<file path="src/rtl/lzc_pkg.sv">
// Shared constants, types and helpers for the pipelined leading-zero counter.
// The pair encoder and stage-offset helpers are used by the RTL; lzc_ref is the golden count.
package lzc_pkg;

  localparam int LZC_WIDTH  = 32;
  localparam int LZC_LEVELS = $clog2(LZC_WIDTH);

  typedef logic [LZC_LEVELS:0] lzc_count_t;

  // Pair encoder: MSB is the all-zero flag, LSB is the count within the pair.
  function automatic logic [1:0] lzc_enc2(input logic [1:0] p);
    logic [1:0] r;
    r = 2'b10;
    if (p[1])      r = 2'b00;
    else if (p[0]) r = 2'b01;
    return r;
  endfunction

  // Bit offset of a stage inside the flattened stage bus; stage s holds
  // width>>(s+1) nodes of s+2 bits each.
  function automatic int lzc_stage_off(input int width, input int stage);
    int s;
    s = 0;
    for (int j = 0; j < stage; j++) s += (width >> (j + 1)) * (j + 2);
    return s;
  endfunction

  function automatic lzc_count_t lzc_ref(input logic [LZC_WIDTH-1:0] w);
    lzc_count_t n;
    logic       found;
    n     = '0;
    found = 1'b0;
    for (int i = LZC_WIDTH - 1; i >= 0; i--) begin
      if (!found) begin
        if (w[i]) found = 1'b1;
        else       n = n + lzc_count_t'(1);
      end
    end
    return n;
  endfunction

endpackage

</file>
<file path="src/rtl/lzc_level.sv">
// One merge level of the leading-zero tree: N_IN/2 combinational nodes feeding
// a register bank and a valid bit, both enabled by the global advance.
module lzc_level #(
  parameter int N_IN = 2,
  parameter int W_IN = 2
) (
  input  logic                             clk,
  input  logic                             rst_n,
  input  logic                             adv,
  input  logic                             in_v,
  input  logic [N_IN*W_IN-1:0]             in_d,
  output logic                             out_v,
  output logic [(N_IN/2)*(W_IN+1)-1:0]     out_d
);

  localparam int N_OUT = N_IN / 2;
  localparam int W_OUT = W_IN + 1;

  logic [N_OUT*W_OUT-1:0] nxt;

  // Node MSB is the all-zero flag; a non-zero high half decides the count alone.
  for (genvar k = 0; k < N_OUT; k++) begin : g_node
    logic [W_IN-1:0] hi;
    logic [W_IN-1:0] lo;
    assign hi = in_d[(2*k+1)*W_IN +: W_IN];
    assign lo = in_d[(2*k)*W_IN +: W_IN];
    assign nxt[k*W_OUT +: W_OUT] = hi[W_IN-1]
      ? {hi[W_IN-1] & lo[W_IN-1], ~lo[W_IN-1], lo[W_IN-2:0]}
      : {2'b00, hi[W_IN-2:0]};
  end

  always_ff @(posedge clk) begin
    if (!rst_n) begin
      out_d <= '0;
      out_v <= 1'b0;
    end else if (adv) begin
      out_d <= nxt;
      out_v <= in_v;
    end
  end

endmodule

</file>
<file path="src/rtl/lzc_pipe.sv">
// Pipelined leading-zero counter: pair-encode stage followed by LEVELS-1 merge
// stages, one register stage per tree level, under a single global stall.
module lzc_pipe
  import lzc_pkg::*;
#(
  parameter  int WIDTH  = LZC_WIDTH,
  localparam int LEVELS = $clog2(WIDTH),
  localparam int CW     = LEVELS + 1
) (
  input  logic             clk,
  input  logic             rst_n,
  input  logic             in_valid,
  output logic             in_ready,
  input  logic [WIDTH-1:0] in_data,
  output logic             out_valid,
  input  logic             out_ready,
  output logic [CW-1:0]    out_count,
  output logic             busy
);

  localparam int TOT = lzc_stage_off(WIDTH, LEVELS);

  // Handshake: a word transfers on any edge with valid & ready on that side.
  // Every stage advances together when the output is empty or being taken,
  // so in_ready is that same advance enable and bubbles are never squeezed out.
  logic              adv;
  logic [LEVELS-1:0] vbits;
  logic [TOT-1:0]    sbus;

  assign adv      = ~out_valid | out_ready;
  assign in_ready = adv;

  for (genvar i = 0; i < LEVELS; i++) begin : g_stage
    localparam int OFF  = lzc_stage_off(WIDTH, i);
    localparam int NOUT = (WIDTH >> (i + 1)) * (i + 2);

    if (i == 0) begin : g_enc
      logic [NOUT-1:0] enc_d;
      logic [NOUT-1:0] enc_q;
      logic            enc_v;

      for (genvar k = 0; k < WIDTH / 2; k++) begin : g_pair
        assign enc_d[2*k +: 2] = lzc_enc2(in_data[2*k +: 2]);
      end

      always_ff @(posedge clk) begin
        if (!rst_n) begin
          enc_q <= '0;
          enc_v <= 1'b0;
        end else if (adv) begin
          enc_q <= enc_d;
          enc_v <= in_valid;
        end
      end

      assign sbus[OFF +: NOUT] = enc_q;
      assign vbits[0]          = enc_v;
    end else begin : g_mrg
      localparam int PREV_OFF = lzc_stage_off(WIDTH, i - 1);
      localparam int PREV_N   = (WIDTH >> i) * (i + 1);

      lzc_level #(
        .N_IN (WIDTH >> i),
        .W_IN (i + 1)
      ) u_level (
        .clk   (clk),
        .rst_n (rst_n),
        .adv   (adv),
        .in_v  (vbits[i-1]),
        .in_d  (sbus[PREV_OFF +: PREV_N]),
        .out_v (vbits[i]),
        .out_d (sbus[OFF +: NOUT])
      );
    end
  end

  assign out_valid = vbits[LEVELS-1];
  assign out_count = sbus[lzc_stage_off(WIDTH, LEVELS - 1) +: CW];
  assign busy      = |vbits;

endmodule

</file>
<file path="config.mk">
export PLATFORM = sky130hd
export DESIGN_NAME = lzc_pipe
export DESIGN_NICKNAME = d
export VERILOG_FILES = /design/src/rtl/lzc_pkg.sv /design/src/rtl/lzc_level.sv /design/src/rtl/lzc_pipe.sv
export SDC_FILE = /design/constraint.sdc
export NUM_CORES = 1
export LEC_CHECK = 0
export CAP_MARGIN = 20
export CORE_ASPECT_RATIO = 0.5
export CORE_MARGIN = 4
export CORE_UTILIZATION = 35
export CTS_CLUSTER_SIZE = 14
export DETAILED_ROUTE_END_ITERATION = 10
export SETUP_SLACK_MARGIN = 0.4
export SKIP_LAST_GASP = 1
export SYNTH_ARGS = -nofsm -noshare
export SYNTH_HDL_FRONTEND = slang
export SYNTH_SLANG_ARGS = --single-unit
</file>
<file path="constraint.sdc">
create_clock -name clk -period 1.55 [get_ports clk]
set_input_delay 0.31 -clock clk [delete_from_list [all_inputs] [get_ports clk]]
set_output_delay 0.31 -clock clk [all_outputs]
set_load 0.01 [all_outputs]
</file>
== After elaboration in Yosys (flattened, before gate mapping) ==
Cells that the tools add are included.
Cells by class
  mux-type cells: 47
  bitwise logic cells: 32
  reductions and logical operators: 1
Operator list (count)
  2-bit two-way mux: 32
  3-bit two-way mux: 8
  4-bit two-way mux: 4
  1-bit inverter: 16
  1-bit AND: 15
  5-bit two-way mux: 2
  6-bit two-way mux: 1
  5-bit OR reduction: 1
  1-bit bitwise OR: 1
Word-level totals
  register bits: 93
  input bits: 36
  output and inout port bits: 9

== Logic depth before layout (Yosys ltp) ==
Gate-level depths: netlist of the first run.
  word-level depth: 2
  gate-level depth with buffers: 6
  mapped depth without buffers: 4

== Hierarchy ==
Synthesis of the first run repeated with hierarchy kept, for this count alone.
Unflattened totals
  cell total of the unflattened synthesis: 400
  area total of the unflattened synthesis: 3921.3 um2
Modules (own cells, without submodules)
  lzc_pipe: times used 1, cells an instance 146, area each 1351.3 um2
  lzc_level at g_stage[1].g_mrg.u_level: times used 1, cells an instance 106, area each 1054.8 um2
  lzc_level at g_stage[2].g_mrg.u_level: times used 1, cells an instance 71, area each 715.7 um2
  lzc_level at g_stage[3].g_mrg.u_level: times used 1, cells an instance 48, area each 474.2 um2
  lzc_level at g_stage[4].g_mrg.u_level: times used 1, cells an instance 29, area each 325.3 um2

== Worst setup path before layout of the first run ==
OpenSTA, ideal clock, no wires.
  kind: register to output
  from: register g_stage[4].g_mrg.u_level.out_v
  to: output port in_ready
  arrival time: 0.915 ns
  required time: 1.240 ns
  path slack: 0.325 ns
  stages on the path, launching flop included: 5
  cell sequence: dfxtp_1 nor2b_4 inv_2 buf_6 buf_2
Between the ends
  longest elaborated chain between the ends: 2
RTL lines
  from (decl): line lzc_level.sv:12  | output logic out_v,
  from (signal assigned): line lzc_level.sv:38  | out_v <= in_v;
  1-bit inverter: line lzc_pipe.sv:30  | assign adv = ~out_valid | out_ready;
  1-bit bitwise OR: line lzc_pipe.sv:30
  to (decl): line lzc_pipe.sv:13  | output logic in_ready,
Every way passes these cells.

== Worst setup path in the final report of the first run ==
Same ends and word-level chain as after synthesis.

==> metrics, run 1 <==
status completed; Net Count, Synth 444; Synth cell types 23; Crit Path Max Fanout 3; global route overflow 0; share of cells above drive strength 1 12.0%; DR vias/cell just under 5; final WL 8670 microns; Crit path largest cell delay 360 ps; dominant synthesized flop cell dfxtp_1; Mapped Cells 408; Hold Crit Class register to register; Synth-to-Final Area Change 27.7%; Leak Pwr 1.72 nW; Final Skew 8.95 ps; Slew headroom 76.5%; clock buffer depth 2; ys async rst share 0%; register bit count reported by yosys 93; CTS Buf Count 9; die area 12,900 sq um; initial antenna violation count 0; clock group share of total power about 49%; Post-synth EDFFs 0; Critical Path RT roughly 1200 ps; largest net degree at the start of global routing 94; drt initial violations 188; htree depth 3; CP startpoint kind register; vias 2,918; worst-margin pin slew ~350 ps; TritonCTS clock tree built; Worst path slowest cell dfxtp_2; endpoints failing setup 0; setup ws final ~140 ps; All-Layer GR Usage 14.2%; drt wl/cell approximately 15 microns; Flop pwr share 45.5%; Routed Antenna Nets 0; Placeable Area 10,500 sq um; sequential fraction of the synthesis area between 40% and 50%; Final Hold Viols 0; final layout net count 480; post-CTS setup buffers 0; PortBufs 44; die outline width approximately 160 microns; CP cell instances nor2b_4, inv_2, buf_6; clock period minus worst slack 1410 ps; Die Ht 82.2 microns; Arrival @ worst endpoint 1100 ps; I/O pins 45; final total power roughly 5.5 mW; Syn. warnings 0; Syn Std Cell Area 3860 sq um; first-pass GRT wire length 14,400 microns; Initial Utilization 36.8%; # Max-Cap Violations 0; Cell Int Power 4.39 mW; Root Buffer clkbuf_16; Pre-antenna DRT Iters 4; f_max 0.711 GHz; critical path endpoint category output pin; CTS Sinks 93; Peak VDD IR 578 uV; Worst Setup Path Type register to output pin; Final Max Tran Viols 0; vias in the first global route 2,799; worst skew pair latency 340 ps; CTS hold repair buffers 0; crit share post-route 90.8%; DRC 0; placer's final routability congestion estimate a little under 0.7; Switching Fraction roughly 20%; Switch Pwr between 1 and 1.5 mW; FP Rows 26; WHS 448 ps; # diodes 0; pre-CTS WS -226 ps; RSZ-0062 raised after global routing true; DP HPWL 4550 microns; clock slew at reported path FFs 70 ps; share of total power in combinational logic 5.7%; Avg Synthesized Cell Area 9.45 sq um; power density over cell area 1110 nW/um^2
-- state kept, by name, indices dropped and copies added (netlist names) --
signal and flops:
g_stage.g_enc.enc_q 32, g_stage.g_mrg.u_level.out_v 4, g_stage.g_enc.enc_v 1, g_stage.g_mrg.u_level.out_d 56
-- Yosys cell counts, types with 3 or more instances --
master | count | area, sq um
dfxtp_1 | 93 | 1860
buf_4 | 4 | 30.0
buf_6 | 7 | 78.8
nand3_1 | 15 | 75.1
nand2_1 | 71 | 267
a21boi_2 | 6 | 67.6
or3_1 | 16 | 100
o21ai_0 | 26 | 130
mux2i_1 | 26 | 260
a21boi_1 | 45 | 338
buf_8 | 3 | 45.0
nand3b_1 | 31 | 233
buf_2 | 5 | 25.0
clkbuf_1 | 12 | 45.0
a21oi_1 | 26 | 130
a21boi_0 | 15 | 113
-- power by group through the flow --
stage	Sequential [mW]	Clock (mW)	Combinational (mW)
finish	2.49	2.67	0.313
global route	2.50	2.82	0.345
CTS	2.49	2.71	0.313
detailed placement	2.54	0	0.296
global placement	2.54	0	0.295
floorplan	2.53	0	0.168
-- worst max-delay path: cells and delay by family (launching register included) --
family	cells	cell delay, ps
flops	1	360
simple gates	1	210
buf+inv	2	190
-- placed cells by master, fill, tap and decap left out, drive strengths merged --
master / netlist / routed
mux2i: 26 / 26
dlygate4sd2: 0 / 2
o21ai: 26 / 26
or3: 16 / 16
nor2b: 1 / 1
clkbuf: 12 / 10
nor2: 1 / 1
nand3: 15 / 15
bufinv: 0 / 4
dfxtp: 93 / 93
inv: 1 / 2
nor3: 1 / 1
a21oi: 26 / 26
nand2: 71 / 71
nand3b: 31 / 31
buf: 21 / 17
o21a: 1 / 1
clkdlybuf4s50: 0 / 33
bufbuf: 0 / 6
a21boi: 66 / 66
clkinv: 0 / 1
-- kinds of logic after synthesis --
logic type             synth area share (%)
AND/OR/NAND/NOR                        18.1
flip-flops                             48.3
multiplexers                           6.75
AO/OA/AOI/OAI                          20.4
buffers and inverters                  6.52
-- final cells by class --
type	instances	area [sq um]
repair buffers	58	752
flip-flops and latches	93	1870
multi-input cells	281	1770
well taps	140	175
clock inverters	6	134
fillers	996	5550
inverters	1	3.75
clock buffers	10	229
-- through the flow --
stage               utilization (%)  std cells  setup TNS, ps  area [sq um]
floorplan                         -        408              0          3860
global placement               41.4        566          -9150          4340
detailed placement             41.4        566         -10630          4340
CTS                            46.9        589              0          4910
global route                   47.0        589              0          4930
finish                         47.0        589              0          4930
-- what timing repair did --
action,in CTS,in global routing
pin swaps,3,3
setup endpoints to repair,102,95
gates cloned,7,0
gates resized for setup,54,7
-- final timing paths --
check / from / end / slack (ps) / cells past startpoint
hold reg to reg: g_stage[4].g_mrg.u_level.out_d[4]$_SDFFE_PN0P_ / g_stage[4].g_mrg.u_level.out_d[4]$_SDFFE_PN0P_ / 450 / 2
setup / recovery: g_stage[4].g_mrg.u_level.out_v$_SDFFE_PN0P_ / in_ready / 140 / 3
hold / removal: g_stage[4].g_mrg.u_level.out_d[4]$_SDFFE_PN0P_ / g_stage[4].g_mrg.u_level.out_d[4]$_SDFFE_PN0P_ / 450 / 2
setup reg to reg: g_stage[4].g_mrg.u_level.out_v$_SDFFE_PN0P_ / g_stage[2].g_mrg.u_level.out_d[1]$_SDFFE_PN0P_ / 160 / 6
-- layer usage --
| layer | track usage, % | wire length [microns] |
|---|---|---|
| met5 | 0 | 0 |
| met4 | 4.42 | 128 |
| met3 | 3.90 | 298 |
| met2 | 20.8 | 3700 |
| met1 | 20.3 | 4540 |
Note: power is estimated with default switching activity, not from simulation.
==> run 2, diff against run 1 <==
Settings changed: CELL_PAD_IN_SITES_DETAIL_PLACEMENT set to 0, CELL_PAD_IN_SITES_GLOBAL_PLACEMENT set to 1, MAX_ROUTING_LAYER set to met4, PLACE_DENSITY_LB_ADDON set to 0.1, REMOVE_ABC_BUFFERS set to 1.
==> run 2 against run 1 <==
Against the previous run: die area stayed put; sequential share of layout area is 1.5 points higher; critical endpoint unchanged; cell count stayed put; combinational power is 2% lower; largest power group is now registers; maximum frequency is 3.1% higher; design area is 3.6% lower; largest cell class unchanged.
==> metrics, run 2 (synthesized netlist as in run 1, its figures left out) <==
power density over cell area 1030 nW/um^2 (was 1110 nW/um^2); TritonCTS clock tree built (unchanged); final layout net count 481 (was 480); endpoints failing setup 0 (unchanged); DR vias/cell 4.89 (was 4.95); Placeable Area 10,500 sq um (unchanged); initial antenna violation count 0 (unchanged); DP HPWL 4610 microns (was 4550 microns); Slew headroom 75.3% (was 76.5%); final core occ 45.4% (was 47.0%); first-pass GRT wire length 13,600 microns (was 14,400 microns); Final Hold Viols 0 (unchanged); largest net degree at the start of global routing 94 (unchanged); CTS Buf Count 9 (unchanged); Final Skew 6.06 ps (was 8.95 ps); worst-margin pin slew 369 ps (was 353 ps); R2R Setup Slk 220 ps (was 160 ps); capturing point of the worst reg2reg path g_stage[0].g_enc.enc_q[9]$_SDFFE_PN0P_ (was g_stage[2].g_mrg.u_level.out_d[1]$_SDFFE_PN0P_); Synth-to-Final Area Change 23.2% (was 27.7%); beginning of the critical path g_stage[4].g_mrg.u_level.out_v$_SDFFE_PN0P_ (unchanged); DRC 0 (unchanged); clock slew at reported path FFs 60 ps (was 70 ps); status completed (unchanged); pre-CTS WS -297 ps (was -226 ps); vias in the first global route 2,844 (was 2,799); clock period minus worst slack 1360 ps (was 1410 ps); final WL 8720 microns (was 8670 microns); Final Non-Filler Cells 589 (unchanged); largest reg by FF count g_stage.g_mrg.u_level.out_d (unchanged); Hold Crit Class register to register (unchanged); die outline width 156 microns (unchanged); htree depth 3 (unchanged); Root Buffer clkbuf_16 (unchanged); # Max-Cap Violations 0 (unchanged); Worst Setup Path Type register to output pin (unchanged); DP Cell Count 568 (was 566); setup ws final 186 ps (was 143 ps); Crit path largest cell delay 350 ps (was 360 ps); most frequent cells in the layout 85 x dfxtp_1, 71 x nand2_1, 46 x a21boi_1 (was 90 x dfxtp_1, 71 x nand2_1, 49 x a21boi_1); drt initial violations 173 (was 188); RSZ-0062 raised after global routing true (unchanged); crit path to in_ready (unchanged); CTS Sinks 93 (unchanged); Pre-antenna DRT Iters 4 (unchanged); placer's final routability congestion estimate 0.671 (was 0.677); crit share post-route 88.0% (was 90.8%); r2r startpoint g_stage[4].g_mrg.u_level.out_v$_SDFFE_PN0P_ (unchanged); clock buffer depth 2 (unchanged); global route overflow 0 (unchanged); CP cell instances nor2b_4, inv_4, buf_6 (was nor2b_4, inv_2, buf_6); PortBufs 44 (unchanged); die area 12,900 sq um (unchanged); Die Ht 82.2 microns (unchanged); f_max 0.733 GHz (was 0.711 GHz); Largest register FFs 56 (unchanged); critical path endpoint category output pin (unchanged); drt wl/cell 14.8 microns (was 14.7 microns); share of cells above drive strength 1 11.8% (was 12.0%); Initial Utilization 36.8% (unchanged); Final Max Tran Viols 0 (unchanged); Regs by FF count g_stage.g_mrg.u_level.out_d x56, g_stage.g_enc.enc_q x32, g_stage.g_mrg.u_level.out_v x4 (unchanged); Arrival @ worst endpoint 1050 ps (was 1100 ps); Leak Pwr 1.61 nW (was 1.72 nW); FP Rows 26 (unchanged); Worst path slowest cell dfxtp_2 (unchanged); final total power 4.90 mW (was 5.47 mW); # diodes 0 (unchanged); vias 2,883 (was 2,918); All-Layer GR Usage 13.8% (was 14.2%); cells on worst reg2reg path 5 (was 6); Crit Path Max Fanout 3 (unchanged); Critical Path RT 1240 ps (about the same); CP startpoint kind register (unchanged); Routed Antenna Nets 0 (unchanged); commonest non-fill, non-tap cell in the layout dfxtp_1 (unchanged); I/O pins 45 (unchanged); worst skew pair latency 340 ps (about the same); Fillers 1,033 (was 996); setup_tns 0 ps (unchanged); Peak VDD IR 459 uV (was 578 uV)
-- run 2: changes by cell type in the layout (fill, tap and decap cells not counted), sizes merged --
cell	previous run	this run
bufbuf	6	0
inv	2	1
buf	17	21
clkbuf	10	16
bufinv	4	1
-- run 2: area by class of cell --
class	count	area, sq um	share of cell area [%]
clock buffers	13	240	5.06
multi-input cells	281	1750	36.9
well taps	140	175	3.69
repair buffers	59	669	14.1
flip-flops and latches	93	1870	39.4
inverters	1	6.26	0.132
clock inverters	2	35.0	0.737
-- run 2: worst max-delay path, delay by kind of cell (launching register included) --
kind                   cells  cell delay, ps
buffers and inverters      2             190
AND/OR/NAND/NOR            1             180
flip-flops                 1             350
-- run 2: timing repair --
| item | CTS | global route |
|---|---|---|
| pin swaps | 1 | 8 |
| setup buffers | 1 | 0 |
| setup endpoints to repair | 102 | 100 |
| gates resized for setup | 59 | 13 |
| hold buffers | 0 | 0 |
| cloned | 2 | 3 |
-- run 2: through the flow --
stage / hold WS [ps] / instance area, sq um
CTS: 451 / 4670
global placement: 438 / 4340
detailed placement: 443 / 4340
global route: 465 / 4750
finish: 448 / 4750
floorplan: 428 / 3610
-- run 2: layer usage --
layer	wire length, microns	part of all wire [%]	global-route usage, %
met5	0	0	-
met4	41	0.47	3.12
met3	391	4.5	5.47
met2	3800	44	21.3
met1	4490	51	17.3
-- run 2: worst min path at each step --
| stage | cells past startpoint | start | endpoint |
|---|---|---|---|
| 2_1_floorplan | 1 | rst_n | g_stage[4].g_mrg.u_level.out_v$_SDFFE_PN0P_ |
| 3_3_place_gp | 2 | g_stage[4].g_mrg.u_level.out_d[4]$_SDFFE_PN0P_ | g_stage[4].g_mrg.u_level.out_d[4]$_SDFFE_PN0P_ |
| 3_5_place_dp | 2 | g_stage[0].g_enc.enc_q[22]$_SDFFE_PN0P_ | g_stage[0].g_enc.enc_q[22]$_SDFFE_PN0P_ |
| 4_1_cts | 2 | g_stage[0].g_enc.enc_q[22]$_SDFFE_PN0P_ | g_stage[0].g_enc.enc_q[22]$_SDFFE_PN0P_ |
| 5_1_grt | 2 | g_stage[0].g_enc.enc_q[10]$_SDFFE_PN0P_ | g_stage[0].g_enc.enc_q[10]$_SDFFE_PN0P_ |
| 6_report | 2 | g_stage[0].g_enc.enc_q[22]$_SDFFE_PN0P_ | g_stage[0].g_enc.enc_q[22]$_SDFFE_PN0P_ |
-- run 2: power by group --
part           switching (mW)  internal [mW]
combinational           0.117          0.190
sequential             0.0394           2.45
clock                   0.864           1.24
total                    1.02           3.88
